**src/rtl/jtag_seq.sv**
```systemverilog
// jtag_seq: JTAG shift sequencer.
// Accepts one batched TMS/TDI command at a time over a valid/ready interface.
// It shifts the bits out on the TAP pins with a TCK half-period of HALF_PERIOD clk_i ticks.
// The captured TDO bits are returned over a valid/ready response interface.
//
// Ports:
//   clk_i, rst_ni                 clock, asynchronous active-low reset
//   cmd_valid_i / cmd_ready_o     command handshake
//   cmd_rst_i                     TAP reset command (5 x TMS=1, TRST asserted)
//   cmd_len_i, cmd_tms_i, cmd_tdi_i  bit count and vectors, bit 0 first
//   resp_valid_o / resp_ready_i   response handshake
//   resp_tdo_o                    captured TDO, bit i from command bit i
//   busy_o                        sequencer not idle
//   tck_o, tms_o, tdi_o, trst_o   JTAG pins (trst_o active-low)
//   tdo_i                         JTAG TDO, already synchronous to clk_i
module jtag_seq #(
    parameter int MAX_BITS    = 32,
    parameter int HALF_PERIOD = 8,
    parameter int LW          = $clog2(MAX_BITS + 1)
) (
    input  logic                clk_i,
    input  logic                rst_ni,
    input  logic                cmd_valid_i,
    output logic                cmd_ready_o,
    input  logic                cmd_rst_i,
    input  logic [LW-1:0]       cmd_len_i,
    input  logic [MAX_BITS-1:0] cmd_tms_i,
    input  logic [MAX_BITS-1:0] cmd_tdi_i,
    output logic                resp_valid_o,
    input  logic                resp_ready_i,
    output logic [MAX_BITS-1:0] resp_tdo_o,
    output logic                busy_o,
    output logic                tck_o,
    output logic                tms_o,
    output logic                tdi_o,
    output logic                trst_o,
    input  logic                tdo_i
);
    localparam int PW = (HALF_PERIOD > 1) ? $clog2(HALF_PERIOD) : 1;
    // Bit counters must also hold the fixed 5-bit reset sequence.
    localparam int CW = (LW > 3) ? LW : 3;

    typedef enum logic [1:0] {IDLE, LOW, HIGH, RESP} state_e;

    state_e              state_q, state_d;
    logic [PW-1:0]       phase_q, phase_d;
    logic [CW-1:0]       bit_q, bit_d;
    logic [CW-1:0]       len_q, len_d;
    logic                rst_cmd_q, rst_cmd_d;
    logic [MAX_BITS-1:0] tms_sr_q, tms_sr_d;
    logic [MAX_BITS-1:0] tdi_sr_q, tdi_sr_d;
    logic [MAX_BITS-1:0] tdo_q, tdo_d;
    logic                tck_q, tck_d;
    logic                tms_q, tms_d;
    logic                tdi_q, tdi_d;
    logic                trst_q, trst_d;
    logic                ready_q, ready_d;
    logic                valid_q, valid_d;
    logic                busy_q, busy_d;
    logic [CW-1:0]       len_eff;
    logic                phase_end;

    always_comb begin
        state_d   = state_q;
        phase_d   = phase_q;
        bit_d     = bit_q;
        len_d     = len_q;
        rst_cmd_d = rst_cmd_q;
        tms_sr_d  = tms_sr_q;
        tdi_sr_d  = tdi_sr_q;
        tdo_d     = tdo_q;
        tck_d     = tck_q;
        tms_d     = tms_q;
        tdi_d     = tdi_q;
        trst_d    = trst_q;

        if (cmd_rst_i)
            len_eff = CW'(5);
        else if (CW'(cmd_len_i) > CW'(MAX_BITS))
            len_eff = CW'(MAX_BITS);
        else
            len_eff = CW'(cmd_len_i);

        phase_end = (phase_q == PW'(HALF_PERIOD - 1));

        case (state_q)
            IDLE: begin
                if (cmd_valid_i) begin
                    state_d   = LOW;
                    phase_d   = '0;
                    bit_d     = '0;
                    len_d     = len_eff;
                    rst_cmd_d = cmd_rst_i;
                    tdo_d     = '0;
                    if (cmd_rst_i) begin
                        trst_d = 1'b0;
                        tms_d  = 1'b1;
                        tdi_d  = 1'b0;
                    end else if (len_eff != '0) begin
                        // Bit 0 goes on the pins now; the rest wait in the shifters.
                        tms_d    = cmd_tms_i[0];
                        tdi_d    = cmd_tdi_i[0];
                        tms_sr_d = cmd_tms_i >> 1;
                        tdi_sr_d = cmd_tdi_i >> 1;
                    end
                end
            end
            LOW: begin
                // A zero-length command passes through LOW for one cycle, no TCK edge.
                if (len_q == '0) begin
                    state_d = RESP;
                end else if (phase_end) begin
                    state_d = HIGH;
                    phase_d = '0;
                    tck_d   = 1'b1;
                    if (!rst_cmd_q) begin
                        for (int i = 0; i < MAX_BITS; i++)
                            if (CW'(i) == bit_q) tdo_d[i] = tdo_i;
                    end
                end else begin
                    phase_d = phase_q + PW'(1);
                end
            end
            HIGH: begin
                if (phase_end) begin
                    phase_d = '0;
                    tck_d   = 1'b0;
                    if (bit_q == len_q - CW'(1)) begin
                        state_d = RESP;
                        trst_d  = 1'b1;
                    end else begin
                        state_d = LOW;
                        bit_d   = bit_q + CW'(1);
                        // Reset commands keep TMS=1/TDI=0 for every bit.
                        if (!rst_cmd_q) begin
                            tms_d    = tms_sr_q[0];
                            tdi_d    = tdi_sr_q[0];
                            tms_sr_d = tms_sr_q >> 1;
                            tdi_sr_d = tdi_sr_q >> 1;
                        end
                    end
                end else begin
                    phase_d = phase_q + PW'(1);
                end
            end
            RESP: begin
                if (resp_ready_i) state_d = IDLE;
            end
            default: state_d = IDLE;
        endcase

        ready_d = (state_d == IDLE);
        valid_d = (state_d == RESP);
        busy_d  = (state_d != IDLE);
    end

    always_ff @(posedge clk_i or negedge rst_ni) begin
        if (!rst_ni) begin
            state_q   <= IDLE;
            phase_q   <= '0;
            bit_q     <= '0;
            len_q     <= '0;
            rst_cmd_q <= 1'b0;
            tms_sr_q  <= '0;
            tdi_sr_q  <= '0;
            tdo_q     <= '0;
            tck_q     <= 1'b0;
            tms_q     <= 1'b1;
            tdi_q     <= 1'b0;
            trst_q    <= 1'b1;
            ready_q   <= 1'b1;
            valid_q   <= 1'b0;
            busy_q    <= 1'b0;
        end else begin
            state_q   <= state_d;
            phase_q   <= phase_d;
            bit_q     <= bit_d;
            len_q     <= len_d;
            rst_cmd_q <= rst_cmd_d;
            tms_sr_q  <= tms_sr_d;
            tdi_sr_q  <= tdi_sr_d;
            tdo_q     <= tdo_d;
            tck_q     <= tck_d;
            tms_q     <= tms_d;
            tdi_q     <= tdi_d;
            trst_q    <= trst_d;
            ready_q   <= ready_d;
            valid_q   <= valid_d;
            busy_q    <= busy_d;
        end
    end

    assign cmd_ready_o  = ready_q;
    assign resp_valid_o = valid_q;
    assign resp_tdo_o   = tdo_q;
    assign busy_o       = busy_q;
    assign tck_o        = tck_q;
    assign tms_o        = tms_q;
    assign tdi_o        = tdi_q;
    assign trst_o       = trst_q;

endmodule
```
**config.mk**
```make
export PLATFORM = sky130hd
export DESIGN_NAME = jtag_seq
export DESIGN_NICKNAME = d
export VERILOG_FILES = /design/src/rtl/jtag_seq.sv
export SDC_FILE = /design/constraint.sdc
export NUM_CORES = 1
export LEC_CHECK = 0
export ABC_CLOCK_PERIOD_IN_PS = 2140
export CORE_MARGIN = 10
export CORE_UTILIZATION = 45
export CTS_CLUSTER_DIAMETER = 60
export DETAILED_ROUTE_END_ITERATION = 8
export MAX_ROUTING_LAYER = met4
export PLACE_DENSITY = 0.71
export REMOVE_ABC_BUFFERS = 1
export SLEW_MARGIN = 10
export SYNTH_ARGS = -nofsm -noshare
export SYNTH_HDL_FRONTEND = slang
export SYNTH_SLANG_ARGS = --single-unit
```
**constraint.sdc**
```tcl
create_clock -name clk_i -period 2.14 [get_ports clk_i]
set_input_delay 0.642 -clock clk_i [delete_from_list [all_inputs] [get_ports clk_i]]
set_output_delay 0.642 -clock clk_i [all_outputs]
set_load 0.02 [all_outputs]
```
==> metrics <==
status=complete, but fails checks; RSZ-0062 raised after global routing=true; EDFF count, synth=0; Worst-path clk slew=about 50 ps; worst reg2reg setup slack=-20 ps; synthesized area=0.00619 sq mm; register area share after synthesis=48.2%; Rel. slew slack=between 70% and 80%; die area=0.0188 sq mm; critical path endpoint category=flop; Worst VDD drop=around 0.00079 V; die height=~140 um; Final nets=approximately 860; main flop type after synthesis=dfrtp_1; worst hold slack=22.3 ps; GRT overflow=0; Final GP Congestion=between 0.8 and 0.9; Num CTS Buffers=17; Rows=42; Leak=around 0.0037 uW; failing checks=negative setup slack; post-route cell area=0.00919 sq mm; Post-Synthesis Cells=610; Clock Root Buffer=clkbuf_16; drt wl/cell=~20 um; share of layout cells above drive strength 1=a little over a quarter; most common library cell in the layout ignoring fill and taps=dfrtp_1; Clock Skew=a little over 9 ps; Max-Cap Viols=0; asr flop ratio synth=100%; most frequent cells in the layout=dfrtp_1, clkdlybuf4s50_1, nor2_1; vias in the first global route=roughly 6100; vias per cell=~6.1; diode count=0; synth warn=0; All-Layer GR Usage=approximately a fifth; Critical Path AT=about 2500 ps; Starting Density=about 46%; final worst setup slack=-56.4 ps; Worst-Margin Slew=between 300 and 400 ps; H-tree depth=4; Filler Cell Count=slightly below 1000; CP Launch Type=input port; Post-DP HPWL=approximately 13 mm; dpl ws=-541 ps; Max FO, Critical Path=14; Detailed Routing Iterations Pass 1=5; core footprint=~0.013 sq mm; WL final=19.3 mm; Final Setup Violations=47; CTS Buffer Depth=2; synth unique cells=58; I/O pin count=roughly 120; crit share post-route=103%; DRC=0; Antenna Violating Nets Remaining=0; number of placed instances, taps included=between 900 and 1000; # port buffers=roughly 110; kind of critical path=in -> reg; setup_tns=-952 ps; Hold Violations, Final=0; Synth Register Bits=between 100 and 150; Clk Latency, worst-skew pair=about 420 ps; Die Wd=~140 um; Mean Syn Cell Area=10.1 sq um; area grow syn2layout=48.6%; CTS tree=done; first-pass GRT wire length=30.2 mm; CTS Sinks=119; DR iter-0 viols=494; fin crit period=roughly 2200 ps; Crit path required time=about 2500 ps; vias=~5900; placement-stage cell area=between 0.007 and 0.008 sq mm; Post-Layout Cell Count=roughly 950; largest net degree at the start of global routing=71; fmax=between 400 and 500 MHz; CTS Hold Bufs=0; power density cells=~1500 mW/mm^2; initial antenna violation count=0; Slew Limit Fails=0; path type of the worst min-delay path=in -> async
[stage by stage]
| stage | total power [uW] | utilization, % |
|---|---|---|
| after floorplan | 7070 | - |
| after global placement | 9300 | 59.3 |
| after detailed placement | 9610 | 59.3 |
| after CTS | 13100 | 65.9 |
| after global routing | 14800 | 68.9 |
| final | 14000 | 68.9 |
[worst paths after layout]
check	start	to	cells after the start
worst max register to register	len_q[3]	tms_sr_q[18]	7
worst min-delay path	rst_ni	resp_tdo_o[15]	1
worst min register to register	resp_tdo_o[31]	resp_tdo_o[31]	1
worst max-delay path	cmd_len_i[2]	tms_sr_q[18]	7
max in group asynchronous	rst_ni	cmd_ready_o	2
min in group clk_i	resp_tdo_o[31]	resp_tdo_o[31]	1
[timing repair]
item,CTS,global route
setup buffers,0,8
cloned,2,4
endpoints found under the setup margin,101,102
resized for setup,52,41
pin swaps,15,12
[where the power goes]
part / switching, uW / internal, uW
Combinational: 4060 / 3630
Clock: 1010 / 1740
Sequential: 498 / 3090
Total: 5570 / 8460
[layer usage]
metal / global-route usage (%) / vias to the layer above / routed length (um)
li1: - / 2689 / -
met1: 25.3 / 2934 / 8110
met2: 33.0 / 211 / 9740
met3: 4.26 / 30 / 1140
met4: 6.85 / 0 / 354
met5: - / - / 0
[critical path: stages]
cell and delay, ps:
clkdlybuf4s50_1 440, nor4_2 270, nand3b_1 150, o211a_4 320, o211a_4 240, buf_12 180, a221oi_2 260
[synth_stat cells (6+ instances only)]
cell | number | area, sq um
dfrtp_1 | 116 | 2900
nor2_1 | 69 | 259
o22ai_1 | 59 | 369
o21ai_0 | 42 | 210
a22o_1 | 38 | 333
o21ai_1 | 34 | 170
a221oi_1 | 33 | 289
clkbuf_1 | 24 | 90.1
nand2_1 | 23 | 86.3
a221oi_2 | 21 | 315
inv_1 | 16 | 60.1
buf_2 | 12 | 60.1
ha_1 | 11 | 138
a21oi_1 | 8 | 40.0
buf_4 | 8 | 60.1
a31oi_1 | 7 | 43.8
nand2b_1 | 7 | 43.8
nor3_1 | 6 | 30.0
[layout make-up]
cell class | instances | area [sq um] | area share [%]
clock inverters | 9 | 104 | 1.13
multi-input cells | 424 | 3380 | 36.7
repair buffers | 189 | 1990 | 21.7
flip-flops and latches | 119 | 2980 | 32.4
well taps | 176 | 220 | 2.40
inverters | 17 | 63.8 | 0.694
clock buffers | 20 | 457 | 4.97
[cell families (layout without fill, tap and decap cells)]
family / Yosys count / after routing / synth area share [%]
compound gates: 264 / 265 / 31.8
xor+xnor: 7 / 7 / 0.991
fa+ha+maj: 11 / 11 / 2.22
buf+inv: 68 / 235 / 5.22
flops: 119 / 119 / 48.2
mux: 5 / 5 / 0.870
simple gates: 136 / 136 / 10.7
[state kept, by name, indices dropped and copies added, names as in the netlist, 2 cells and up]
register / flops
resp_tdo_o: 32
tdi_sr_q: 31
tms_sr_q: 31
bit_q: 6
len_q: 6
phase_q: 3
state_q: 2
Note: power is estimated with default switching activity, not from simulation.
